### src/rtl/board_store.sv
// Connect-Four board memory: gravity drop, undo of the top piece per column,
// and a one-cell-per-cycle clear sweep that runs after reset and on request.
module board_store #(
    parameter  int ROWS      = 6,
    parameter  int COLS      = 7,
    parameter  int CELL_BITS = 2,
    localparam int ROW_W     = $clog2(ROWS),
    localparam int COL_W     = $clog2(COLS),
    localparam int H_W       = $clog2(ROWS + 1),
    localparam int N         = ROWS * COLS,
    localparam int CNT_W     = $clog2(N + 1)
) (
    input  logic                 clk,
    input  logic                 rst_n,
    input  logic                 clear_req,
    output logic                 ready,
    input  logic                 cmd_valid,
    input  logic                 cmd_op,
    input  logic [COL_W-1:0]     cmd_col,
    input  logic [CELL_BITS-1:0] cmd_piece,
    output logic                 rsp_valid,
    output logic                 rsp_ok,
    output logic [ROW_W-1:0]     rsp_row,
    input  logic [ROW_W-1:0]     rd_row,
    input  logic [COL_W-1:0]     rd_col,
    output logic [CELL_BITS-1:0] rd_data,
    output logic [COLS-1:0]      col_full,
    output logic                 board_full,
    output logic [CNT_W-1:0]     piece_count
);

    localparam int IDX_W = $clog2(N);

    typedef enum logic {ST_CLEAR, ST_IDLE} state_t;

    state_t               state_q, state_d;
    logic [IDX_W-1:0]     idx_q, idx_d;
    logic                 ready_q, ready_d;
    logic                 rsp_valid_q, rsp_valid_d;
    logic                 rsp_ok_q, rsp_ok_d;
    logic [ROW_W-1:0]     rsp_row_q, rsp_row_d;
    logic [CNT_W-1:0]     cnt_q, cnt_d;
    logic [H_W-1:0]       height_q [COLS];
    logic [H_W-1:0]       height_d [COLS];
    logic [CELL_BITS-1:0] cells_q [N];

    logic                 wr_en;
    logic [IDX_W-1:0]     wr_idx;
    logic [CELL_BITS-1:0] wr_data;

    logic [H_W-1:0]       h_sel;
    logic [H_W-1:0]       h_m1;
    logic                 col_ok, cmd_acc, drop_ok, undo_ok;
    logic [IDX_W-1:0]     drop_idx, undo_idx;
    logic                 rd_ok;
    logic [IDX_W-1:0]     rd_idx;

    always_comb begin
        h_sel = '0;
        for (int c = 0; c < COLS; c++) begin
            if (cmd_col == COL_W'(c)) h_sel = height_q[c];
        end
    end

    assign h_m1     = h_sel - H_W'(1);
    assign col_ok   = ({1'b0, cmd_col} < (COL_W + 1)'(COLS));
    assign cmd_acc  = cmd_valid && ready_q;
    assign drop_ok  = cmd_acc && !clear_req && !cmd_op && col_ok
                      && (cmd_piece != '0) && (h_sel < H_W'(ROWS));
    assign undo_ok  = cmd_acc && !clear_req && cmd_op && col_ok && (h_sel != '0);
    assign drop_idx = IDX_W'(h_sel) * IDX_W'(COLS) + IDX_W'(cmd_col);
    assign undo_idx = IDX_W'(h_m1) * IDX_W'(COLS) + IDX_W'(cmd_col);

    always_comb begin
        state_d     = state_q;
        idx_d       = idx_q;
        ready_d     = ready_q;
        rsp_valid_d = 1'b0;
        rsp_ok_d    = 1'b0;
        rsp_row_d   = '0;
        cnt_d       = cnt_q;
        height_d    = height_q;
        wr_en       = 1'b0;
        wr_idx      = idx_q;
        wr_data     = '0;
        case (state_q)
            ST_CLEAR: begin
                wr_en = 1'b1;
                if (clear_req) begin
                    idx_d = '0;
                end else if (idx_q == IDX_W'(N - 1)) begin
                    state_d = ST_IDLE;
                    ready_d = 1'b1;
                    idx_d   = '0;
                end else begin
                    idx_d = idx_q + IDX_W'(1);
                end
            end
            ST_IDLE: begin
                rsp_valid_d = cmd_acc;
                if (clear_req) begin
                    // A clear in the same cycle as a command wins; the command is answered with rsp_ok=0.
                    state_d = ST_CLEAR;
                    ready_d = 1'b0;
                    idx_d   = '0;
                    cnt_d   = '0;
                    for (int c = 0; c < COLS; c++) height_d[c] = '0;
                end else if (drop_ok) begin
                    wr_en     = 1'b1;
                    wr_idx    = drop_idx;
                    wr_data   = cmd_piece;
                    rsp_ok_d  = 1'b1;
                    rsp_row_d = ROW_W'(h_sel);
                    cnt_d     = cnt_q + CNT_W'(1);
                    for (int c = 0; c < COLS; c++) begin
                        if (cmd_col == COL_W'(c)) height_d[c] = h_sel + H_W'(1);
                    end
                end else if (undo_ok) begin
                    wr_en     = 1'b1;
                    wr_idx    = undo_idx;
                    wr_data   = '0;
                    rsp_ok_d  = 1'b1;
                    rsp_row_d = ROW_W'(h_m1);
                    cnt_d     = cnt_q - CNT_W'(1);
                    for (int c = 0; c < COLS; c++) begin
                        if (cmd_col == COL_W'(c)) height_d[c] = h_m1;
                    end
                end
            end
            default: state_d = ST_CLEAR;
        endcase
    end

    always_ff @(posedge clk or negedge rst_n) begin
        if (!rst_n) begin
            state_q     <= ST_CLEAR;
            idx_q       <= '0;
            ready_q     <= 1'b0;
            rsp_valid_q <= 1'b0;
            rsp_ok_q    <= 1'b0;
            rsp_row_q   <= '0;
            cnt_q       <= '0;
            for (int c = 0; c < COLS; c++) height_q[c] <= '0;
        end else begin
            state_q     <= state_d;
            idx_q       <= idx_d;
            ready_q     <= ready_d;
            rsp_valid_q <= rsp_valid_d;
            rsp_ok_q    <= rsp_ok_d;
            rsp_row_q   <= rsp_row_d;
            cnt_q       <= cnt_d;
            height_q    <= height_d;
        end
    end

    // Cell storage has no reset; the sweep is what empties it.
    always_ff @(posedge clk) begin
        if (wr_en) cells_q[wr_idx] <= wr_data;
    end

    assign rd_ok   = (state_q == ST_IDLE)
                     && ({1'b0, rd_row} < (ROW_W + 1)'(ROWS))
                     && ({1'b0, rd_col} < (COL_W + 1)'(COLS));
    assign rd_idx  = IDX_W'(rd_row) * IDX_W'(COLS) + IDX_W'(rd_col);
    assign rd_data = rd_ok ? cells_q[rd_idx] : '0;

    for (genvar c = 0; c < COLS; c++) begin : g_full
        assign col_full[c] = (height_q[c] == H_W'(ROWS));
    end

    assign board_full  = (cnt_q == CNT_W'(N));
    assign piece_count = cnt_q;
    assign ready       = ready_q;
    assign rsp_valid   = rsp_valid_q;
    assign rsp_ok      = rsp_ok_q;
    assign rsp_row     = rsp_row_q;

endmodule

### config.mk
export PLATFORM = sky130hd
export DESIGN_NAME = board_store
export DESIGN_NICKNAME = d
export VERILOG_FILES = /design/src/rtl/board_store.sv
export SDC_FILE = /design/constraint.sdc
export NUM_CORES = 1
export LEC_CHECK = 0
export CAP_MARGIN = 30
export CELL_PAD_IN_SITES_DETAIL_PLACEMENT = 0
export CELL_PAD_IN_SITES_GLOBAL_PLACEMENT = 1
export CORE_UTILIZATION = 50
export DETAILED_ROUTE_END_ITERATION = 6
export PLACE_DENSITY = 0.86
export SLEW_MARGIN = 15
export SYNTH_ARGS = -nofsm -noshare
export SYNTH_HDL_FRONTEND = slang
export SYNTH_SLANG_ARGS = --single-unit
### constraint.sdc
create_clock -name clk -period 12 [get_ports clk]
set_input_delay 2.4 -clock clk [delete_from_list [all_inputs] [get_ports clk]]
set_output_delay 2.4 -clock clk [all_outputs]
set_load 0.01 [all_outputs]
Word-level counts from Yosys, hierarchy flattened. Memories as Yosys holds them, arrays and structs flattened. Index checks and enable logic that the tools add are counted. W data, S select, Z words.

Multiplexer cells: 59. Reductions and logical operators: 33. Add/sub/neg operators: 8. $mul: 3. Equal/unequal tests: 18. Order comparisons: 4. Bitwise gates (word level): 1.

Operator list (count): $mux W3 (25); $mux W21 (3); $mux W6 (10); $eq A3 B3 Y1 const B (10); $reduce_and A3 Y1 (8); $add A6 B3 Y6 (3); $mul A3 B3 Y6 const B (3); $reduce_bool A2 Y1 (8); $mux W1 (13); $add A6 B1 Y6 const B (2); $eq A6 B6 Y1 const B (2); $lt A3 B3 Y1 const B (4); $pmux W6 S2 (1); $logic_and A1 B1 Y1 (11); $mux W2 (4); $eq A3 B2 Y1 const B (2); $ne A2 B2 Y1 const B (3); $pmux W1 S2 (3); $reduce_bool A3 Y1 (2); $sub A6 B1 Y6 const B (1); $add A3 B1 Y3 const B (1); $eq A3 B1 Y1 const B (1); $logic_not A3 Y1 (1); $sub A3 B1 Y3 const B (1); 3 further kinds (4).

Word-level logic and storage cells: 141. Memories kept: 1. Output and inout bits: 22. Memory bits (writable): 84. Register bits: 40.

Memories: cells_q (words 42, width 2, read ports 1, clocked after Yosys merged registers in 0, wr ports 1, RTL line 45) `logic [CELL_BITS-1:0] cells_q [N];`.

Longest topological paths before layout. Gate-level depths: netlist of the first run.

Word-level depth: 16. Gate-level depth with buffers: 21.

Least setup slack after synthesis of the first run. No wires, ideal clock.

Kind: input to output. Start point: in rd_row[0]. End point: out rd_data[1]. Stages: 9. Arrival time: 5.629 ns. Path slack: 3.971 ns. Cells stage by stage: fa_1 inv_1 fa_1 fa_1 clkbuf_1 mux4_2 mux2i_1 mux4_2 a211oi_1.

Longest elaborated chain between the ends: 4. Elaborated cells between the ends (all ways): 7.

RTL lines: from (decl) (RTL line 24) `input logic [ROW_W-1:0] rd_row,`; $mul A3 B3 Y6 / $lt A3 B3 Y1 (equally long branches) (RTL line 164, 162); $add A6 B3 Y6 / $logic_and A1 B1 Y1 (equally long branches) (RTL line 164, 162); $mem_v2 Z42 W2 / $logic_and A1 B1 Y1 (equally long branches); $mux W2 * (RTL line 165) `assign rd_data = rd_ok ? cells_q[rd_idx] : '0;`; to (decl) (RTL line 26) `output logic [CELL_BITS-1:0] rd_data,`.

Every way passes the cells marked *; elsewhere a longest branch is shown, timed or not.

Final worst setup path of the first run.
Start point: in rd_row[1]. End point: out rd_data[1].

Same word-level chain as after synthesis.

==> results of run 1 <==
==> metal layers <==
metal | up-vias | routed length [um] | global-route usage [%]
li1 | 2115 | - | -
met1 | 2239 | 6140 | 27.5
met2 | 126 | 7550 | 37.9
met3 | 18 | 668 | 4.94
met4 | 0 | 216 | 7.27
met5 | - | 0 | 0
==> Yosys cell counts (3+ instances only) <==
cell | number | area, um^2
sky130_fd_sc_hd__a211oi_1 | 5 | 37.5
sky130_fd_sc_hd__a21o_1 | 5 | 37.5
sky130_fd_sc_hd__a21oi_1 | 20 | 100
sky130_fd_sc_hd__a31oi_1 | 3 | 18.8
sky130_fd_sc_hd__and3_1 | 6 | 37.5
sky130_fd_sc_hd__and3b_1 | 8 | 70.1
sky130_fd_sc_hd__buf_2 | 9 | 45.0
sky130_fd_sc_hd__clkbuf_1 | 8 | 30.0
sky130_fd_sc_hd__dfrtp_1 | 40 | 1000
sky130_fd_sc_hd__edfxtp_1 | 84 | 2520
sky130_fd_sc_hd__fa_1 | 11 | 220
sky130_fd_sc_hd__ha_1 | 37 | 463
sky130_fd_sc_hd__inv_1 | 35 | 131
sky130_fd_sc_hd__mux2_2 | 24 | 270
sky130_fd_sc_hd__mux2i_1 | 13 | 130
sky130_fd_sc_hd__mux4_2 | 25 | 563
sky130_fd_sc_hd__nand2_1 | 39 | 146
sky130_fd_sc_hd__nand2b_1 | 4 | 25.0
sky130_fd_sc_hd__nand3_1 | 10 | 50.1
sky130_fd_sc_hd__nor2_1 | 45 | 169
sky130_fd_sc_hd__nor2_2 | 9 | 56.3
sky130_fd_sc_hd__nor2b_1 | 9 | 56.3
sky130_fd_sc_hd__nor3_1 | 16 | 80.1
sky130_fd_sc_hd__o211ai_1 | 3 | 22.5
sky130_fd_sc_hd__o21ai_0 | 18 | 90.1
sky130_fd_sc_hd__o31ai_1 | 3 | 22.5
sky130_fd_sc_hd__o32ai_1 | 4 | 35.0
sky130_fd_sc_hd__xnor2_1 | 7 | 61.3
sky130_fd_sc_hd__xor2_1 | 7 | 61.3
==> cells in the final DEF, fill, tap and decap left out, drive strengths merged, types with 3 or more instances in the layout <==
master         count
a211oi             7
a21o               5
a21oi             20
a31oi              4
and2               3
and3               6
and3b              8
buf                6
clkbuf            17
clkdlybuf4s50     36
clkinv             5
dfrtp             40
edfxtp            84
fa                11
ha                37
inv               45
mux2              26
mux2i             13
mux4              25
nand2             39
nand2b             4
nand3             10
nor2              55
nor2b              9
nor3              17
nor4               3
o211ai             4
o21ai             18
o31ai              3
o32ai              4
or2                3
xnor2              7
xor2               7
==> worst paths after layout <==
| check | startpoint | end |
|---|---|---|
| min in group asynchronous | rst_n | piece_count[4]$_DFFE_PN0P_ |
| min reg2reg | piece_count[5]$_DFFE_PN0P_ | piece_count[5]$_DFFE_PN0P_ |
| max in group asynchronous | rst_n | rsp_row[2]$_DFF_PN0_ |
| max | rd_row[1] | rd_data[1] |
| max reg2reg | height_q[13]$_DFFE_PN0P_ | cells_q[33][0]$_DFFE_PP_ |
| min | piece_count[5]$_DFFE_PN0P_ | piece_count[5]$_DFFE_PN0P_ |
==> layout make-up <==
class                           count  area [um^2]  share of cell area [%]
Tap cell                          176          220                    2.73
Clock buffer                       17          425                    5.28
Multi-Input combinational cell    370         3190                    39.6
Clock inverter                     15          150                    1.86
Sequential cell                   124         3520                    43.7
Timing Repair Buffer               42          415                    5.15
Inverter                           36          135                    1.68
==> state kept, by name (all words and copies together) (netlist names) <==
name and flops:
rsp_row 3, rsp_ok 1, idx_q 6, rsp_valid 1, piece_count 6, ready 1
cells_q 84, state_q 1, height_q 21
==> logic make-up (layout without fill, tap and decap cells) <==
group	after synthesis	after routing	share of synthesized area [%]
AO/OA/AOI/OAI	80	80	7.99
XOR/XNOR	14	14	1.76
adder cells (fa/ha/maj)	48	48	9.80
buffers and inverters	56	110	3.63
flip-flops	124	124	50.6
multiplexers	64	64	14.1
AND/OR/NAND/NOR	164	164	12.1
==> stage by stage <==
| step | instances | setup slack (ns) | hold WS (ns) |
|---|---|---|---|
| global route | 780 | 2.51 | 0.539 |
| finish | 780 | 2.81 | 0.514 |
| floorplan | 550 | 3.97 | 0.473 |
| detailed placement | 747 | 2.79 | 0.499 |
| global placement | 747 | 2.88 | 0.491 |
| CTS | 779 | 2.76 | 0.518 |
==> power by group through the flow <==
| stage | clock (mW) | sequential (mW) | combinational [mW] |
|---|---|---|---|
| final | 0.494 | 0.470 | 0.214 |
| after global routing | 0.520 | 0.472 | 0.240 |
| after CTS | 0.500 | 0.470 | 0.215 |
| after detailed placement | 0 | 0.479 | 0.212 |
| after global placement | 0 | 0.478 | 0.208 |
| after floorplan | 0 | 0.476 | 0.164 |
==> critical path: cells and delay by family <==
kind / cells / cell delay, ns
fa+ha+maj: 3 / 2.10
buf+inv: 3 / 1.16
compound gates: 1 / 0.23
mux: 3 / 0.91
==> key figures, run 1 <==
STA
  – Total setup violations reported at the end of the flow: 0
  – Final Max Tran Viols: 0
  – Final TNS setup: 0 ns
  – Measured slew at the worst slew-check pin: about 0.90 ns
  – Unrepaired setup endpoints after global routing: false
  – Worst slew margin: between 30% and 40%
  – Final Skew: ~0.011 ns
  – Fin crit period: roughly 9.2 ns
  – Top achievable clock speed: ~110 MHz
  – Fin crit share: about three quarters
  – Final number of hold-violating endpoints: 0

Clock tree
  – Number of sinks handled by clock tree synthesis: 124
  – Clock tree from TritonCTS: built
  – Number of H-tree levels: 4
  – Clock buffers created by TritonCTS: 17
  – Clock-pin slew on the worst setup and hold paths: ~0.06 ns
  – Max clock buf depth: 2
  – Post-CTS setup buffer count: 0
  – Number of gates resized after cts: 0
  – Hold_buf cts: 0
  – Clock Latency Late Sink: approximately 0.42 ns
  – CTS Root Buffer Type: sky130_fd_sc_hd__clkbuf_16

Floorplanning
  – Initial Util: 52.0%
  – Io pins: 38
  – Standard-cell row count: 42
  – Floorplan die area: approximately 14000 um^2
  – Horizontal die dimension: 120 um
  – Total core area: about 13000 um^2
  – Chip height: 120 um

Critical path
  – Most used cell along the critical path: sky130_fd_sc_hd__fa_1
  – Setup crit start kind: primary input
  – Depth of the most critical reg-to-reg path: 15
  – Critical path's largest stage delay: between 1 and 1.5 ns
  – Endpoint class of the critical path: output pin
  – Cell type of the slowest stage on the worst timing path: sky130_fd_sc_hd__fa_1
  – Reg-to-reg slack, setup: slightly below 7 ns
  – Top fanout value on the critical path: 14
  – Critical setup path kind: in2out
  – Arrival time worst endpoint: about 6.8 ns
  – Required time reported for the critical path endpoint: 9.60 ns
  – Crit path cell chain: clkdlybuf4s50_1 -> fa_1 -> inv_1 -> fa_1 -> fa_1 -> mux4_2 -> mux2i_1 -> mux4_2 -> a211oi_1 -> clkdlybuf4s50_1

Synthesis
  – Post-synth design cell area: around 7000 um^2
  – Portion of the post-synthesis area used by sequential elements: between 50 and 60%
  – Register bit count reported by yosys: ~120
  – Average cell area after synthesis: 12.7 um^2
  – Synthesized instance count: between 500 and 600
  – Synth unique cells: ~60
  – Leading register cell type out of synthesis: sky130_fd_sc_hd__edfxtp_1
  – Number of warning messages in the yosys log: 0
  – Synthesized Nets: 614
  – Synth async-reset ratio: 32.3%
  – Number of flops mapped to enable cells by yosys: between 80 and 90

Final layout
  – Nets@finish: 655
  – Fraction of layout cells with a size suffix above 1: between 10% and 20%
  – Cell area after layout: approximately 8100 um^2
  – Area growth from synthesis to layout: 15.7%
  – Layout fillers: approximately 1000
  – Diodes inserted: 0
  – Fraction of the core area covered by cells at the end of the flow: approximately three fifths

Power and ir drop
  – NetSw: around 0.33 mW
  – Peak ir drop on the vdd network: 0.116 mV
  – Switch share: about 28%
  – Pwr/cell area: around 150 nW/um^2
  – Logic gate share of total power: a little under a fifth
  – Clock power frac: between 40% and 50%
  – Cell-internal power: about 0.85 mW
  – Overall power after layout: 1.18 mW
  – Part of the total power dissipated in sequential elements: 39.9%
  – Leak pwr: between 3 and 4 nW

Route
  – Count of routing violations after the opening detailed-route iteration: between 300 and 400
  – WL final: about 15 mm
  – Overall via count from detail_route: approximately 4500
  – Via count normalized by instance count: 5.77
  – DRC violation count after routing: 0
  – Routed Antenna Nets: 0
  – Average wire per cell in the routed design: approximately 19 um
  – Pre-Repair DR Iteration Count: 7

Placed design
  – Sum of net half-perimeters after detailed placement: around 11 mm
  – Global placement routability congestion: about 0.82
  – Placement Cell Area: around 7500 um^2
  – Count of buffers inserted at the top-level ports: 37

Hold path
  – Cell depth of the worst hold path: 1
  – Class of the tightest hold or removal check: reg2reg

GRT
  – Antenna violations before repair: 0
  – Number of global-route vias before repair: between 4000 and 5000
  – Pin count of the biggest net entering global routing: between 40 and 50
  – Global-route wire length before repair: 23.9 mm
  – Global-route usage over all layers: approximately 22%
  – Remaining Overflow, GRT: 0

Run
  – Number of max-capacitance violations reported: 0

Status
  – Result of the run: completed
No activity file was read; power rests on OpenSTA's default activity.
==> run 2: changes to the inputs <==
CORE_UTILIZATION = 45   (was 50)
PLACE_DENSITY = 0.82   (was 0.86)
clock period = 8.23 ns   (was 12 ns; I/O delays follow)
==> key figures, run 2 (synthesis results as in run 1) <==
Status
  – Result of the run: completed

Critical path
  – Top fanout value on the critical path: 9 (-5)
  – Required time reported for the critical path endpoint: 6.58 ns (-3.02 ns)
  – Depth of the most critical reg-to-reg path: 13 (-2)
  – Setup crit start kind: primary input
  – Arrival time worst endpoint: 5.80 ns (-0.99 ns)
  – Reg-to-reg slack, setup: 3.26 ns (-3.52 ns)
  – Capture instance of the worst register-to-register path: cells_q[35][0]$_DFFE_PP_
  – Endpoint class of the critical path: output pin
  – Critical setup path kind: in2out
  – Launch instance of the worst register-to-register path: height_q[13]$_DFFE_PN0P_

Route
  – Average wire per cell in the routed design: 18.7 um (+0.20%)
  – Overall via count from detail_route: 4527 (+0.64%)
  – Count of routing violations after the opening detailed-route iteration: 252 (-31%)
  – Pre-Repair DR Iteration Count: 4 (-3)
  – Routed Antenna Nets: 0 (unchanged)
  – DRC violation count after routing: 0 (unchanged)
  – Via count normalized by instance count: 5.69 (-1.4%)
  – WL final: 14.9 mm (+2.3%)

Power and ir drop
  – Pwr/cell area: 215 nW/um^2 (+47%)
  – Leak pwr: 3.22 nW (+0.10%)
  – Overall power after layout: 1.75 mW (+48%)
  – Peak ir drop on the vdd network: 0.126 mV (+8.6%)

Clock tree
  – Number of H-tree levels: 4 (unchanged)
  – Clock tree from TritonCTS: built
  – Hold_buf cts: 0 (unchanged)
  – Clock buffers created by TritonCTS: 17 (unchanged)
  – CTS Root Buffer Type: sky130_fd_sc_hd__clkbuf_16
  – Number of gates resized after cts: 0 (unchanged)
  – Clock Latency Late Sink: 0.42 ns (about the same)
  – Post-CTS setup buffer count: 0 (unchanged)
  – Clock-pin slew on the worst setup and hold paths: 0.05 ns (about the same)
  – Max clock buf depth: 2 (unchanged)
  – Number of sinks handled by clock tree synthesis: 124 (unchanged)

Placed design
  – Placed insts: 763 (+2.1%)
  – Count of buffers inserted at the top-level ports: 37 (unchanged)
  – Placement Cell Area: 7510 um^2 (+0.60%)
  – Sum of net half-perimeters after detailed placement: 11.0 mm (+4.3%)
  – Worst setup slack after placement: 0.796 ns (-2.00 ns)
  – Global placement routability congestion: 0.798 (-2.4%)

GRT
  – Global-route wire length before repair: 24.5 mm (+2.2%)
  – Antenna violations before repair: 0 (unchanged)
  – Global-route usage over all layers: 20.3% (-1.7 points)
  – Pin count of the biggest net entering global routing: 43 (unchanged)
  – Number of global-route vias before repair: 4703 (+0.30%)
  – Remaining Overflow, GRT: 0 (unchanged)

Final layout
  – Most common cell after layout, fill and taps aside: sky130_fd_sc_hd__edfxtp_1
  – Max reg flops: 84 (unchanged)
  – Nets@finish: 659 (+0.61%)
  – Fraction of the core area covered by cells at the end of the flow: 53.6% (-6.5 points)
  – Diodes inserted: 0 (unchanged)
  – Leading cell types in the layout, fill and taps excluded: sky130_fd_sc_hd__edfxtp_1 (84), sky130_fd_sc_hd__nor2_1 (45), sky130_fd_sc_hd__dfrtp_1 (40), sky130_fd_sc_hd__nand2_1 (39), sky130_fd_sc_hd__ha_1 (37)
  – Fraction of layout cells with a size suffix above 1: 18.6% (+0.54 points)
  – Number of standard cells in the layout, taps in and fillers out: 796 (+2.1%)
  – Cell area after layout: 8120 um^2 (+0.73%)
  – Area growth from synthesis to layout: 16.5%
  – Most flops, register: cells_q
  – Largest regs: cells_q x84, height_q x21

STA
  – Unrepaired setup endpoints after global routing: false
  – Worst slew margin: 49.4% (+9.5 points)
  – Final Max Tran Viols: 0 (unchanged)
  – Total setup violations reported at the end of the flow: 0 (unchanged)
  – Measured slew at the worst slew-check pin: 0.757 ns (-0.144 ns)
  – Post-route worst hold slack: 0.524 ns (+0.0102 ns)
  – Final number of hold-violating endpoints: 0 (unchanged)
  – Final TNS setup: 0 ns (unchanged)
  – Fin crit share: 90.5%
  – Final Skew: 0.00750 ns (-0.00376 ns)
  – Top achievable clock speed: around 130 MHz
  – Fin crit period: ~7.4 ns
  – Setup WS post-layout: 0.783 ns (-2.03 ns)

Hold path
  – Class of the tightest hold or removal check: reg2reg
  – Cell depth of the worst hold path: 1 (unchanged)
  – Source of the worst hold timing path: height_q[6]$_DFFE_PN0P_
  – Worst hold path endpoint: height_q[6]$_DFFE_PN0P_

Floorplanning
  – Floorplan die area: 16000 um^2 (+11%)
  – Standard-cell row count: 45 (+7.1%)
  – Horizontal die dimension: 126 um (+5.3%)
  – Initial Util: 46.0% (-6.0 points)
  – Total core area: 15100 um^2 (+13%)
  – Chip height: 126 um (+5.3%)
  – Io pins: 38 (unchanged)

Run
  – Number of max-capacitance violations reported: 0 (unchanged)
## run 2: metal layers
| layer | share of wire, % | up-vias | GRT usage, % |
|---|---|---|---|
| met4 | 2.6 | 0 | 9.43 |
| met1 | 43 | 2269 | 25.0 |
| met2 | 50 | 103 | 34.0 |
| met5 | 0 | - | 0 |
| li1 | - | 2127 | - |
| met3 | 4.3 | 28 | 4.64 |
## run 2: area by class of cell
| class | count | area (um^2) |
|---|---|---|
| clock buffers | 18 | 429 |
| clock inverters | 14 | 160 |
| fillers | 1274 | 7020 |
| inverters | 36 | 135 |
| multi-input cells | 370 | 3190 |
| flip-flops and latches | 124 | 3520 |
| well taps | 188 | 235 |
| repair buffers | 46 | 445 |
## run 2: critical path, stage by stage
cell,delay (ns)
sky130_fd_sc_hd__clkdlybuf4s50_1,0.53
sky130_fd_sc_hd__fa_1,0.55
sky130_fd_sc_hd__inv_1,0.05
sky130_fd_sc_hd__fa_1,0.51
sky130_fd_sc_hd__fa_1,0.85
sky130_fd_sc_hd__mux4_2,0.29
sky130_fd_sc_hd__mux2i_1,0.07
sky130_fd_sc_hd__mux4_2,0.46
sky130_fd_sc_hd__a211oi_1,0.25
sky130_fd_sc_hd__clkdlybuf4s50_1,0.57
## run 2: worst max path at each step
| stage | startpoint | endpoint | cells after the start |
|---|---|---|---|
| 6_report | rd_row[1] | rd_data[1] | 10 |
| 5_1_grt | rd_row[1] | rd_data[1] | 10 |
| 4_1_cts | rd_row[1] | rd_data[1] | 10 |
| 3_5_place_dp | rd_row[1] | rd_data[1] | 10 |
| 3_3_place_gp | rd_row[1] | rd_data[1] | 10 |
| 2_1_floorplan | rd_row[0] | rd_data[1] | 9 |
## run 2: report_power, final
part	internal, mW	total (mW)	switching [mW]
combinational	0.148	0.327	0.178
sequential	0.676	0.686	0.0103
clock	0.451	0.734	0.283
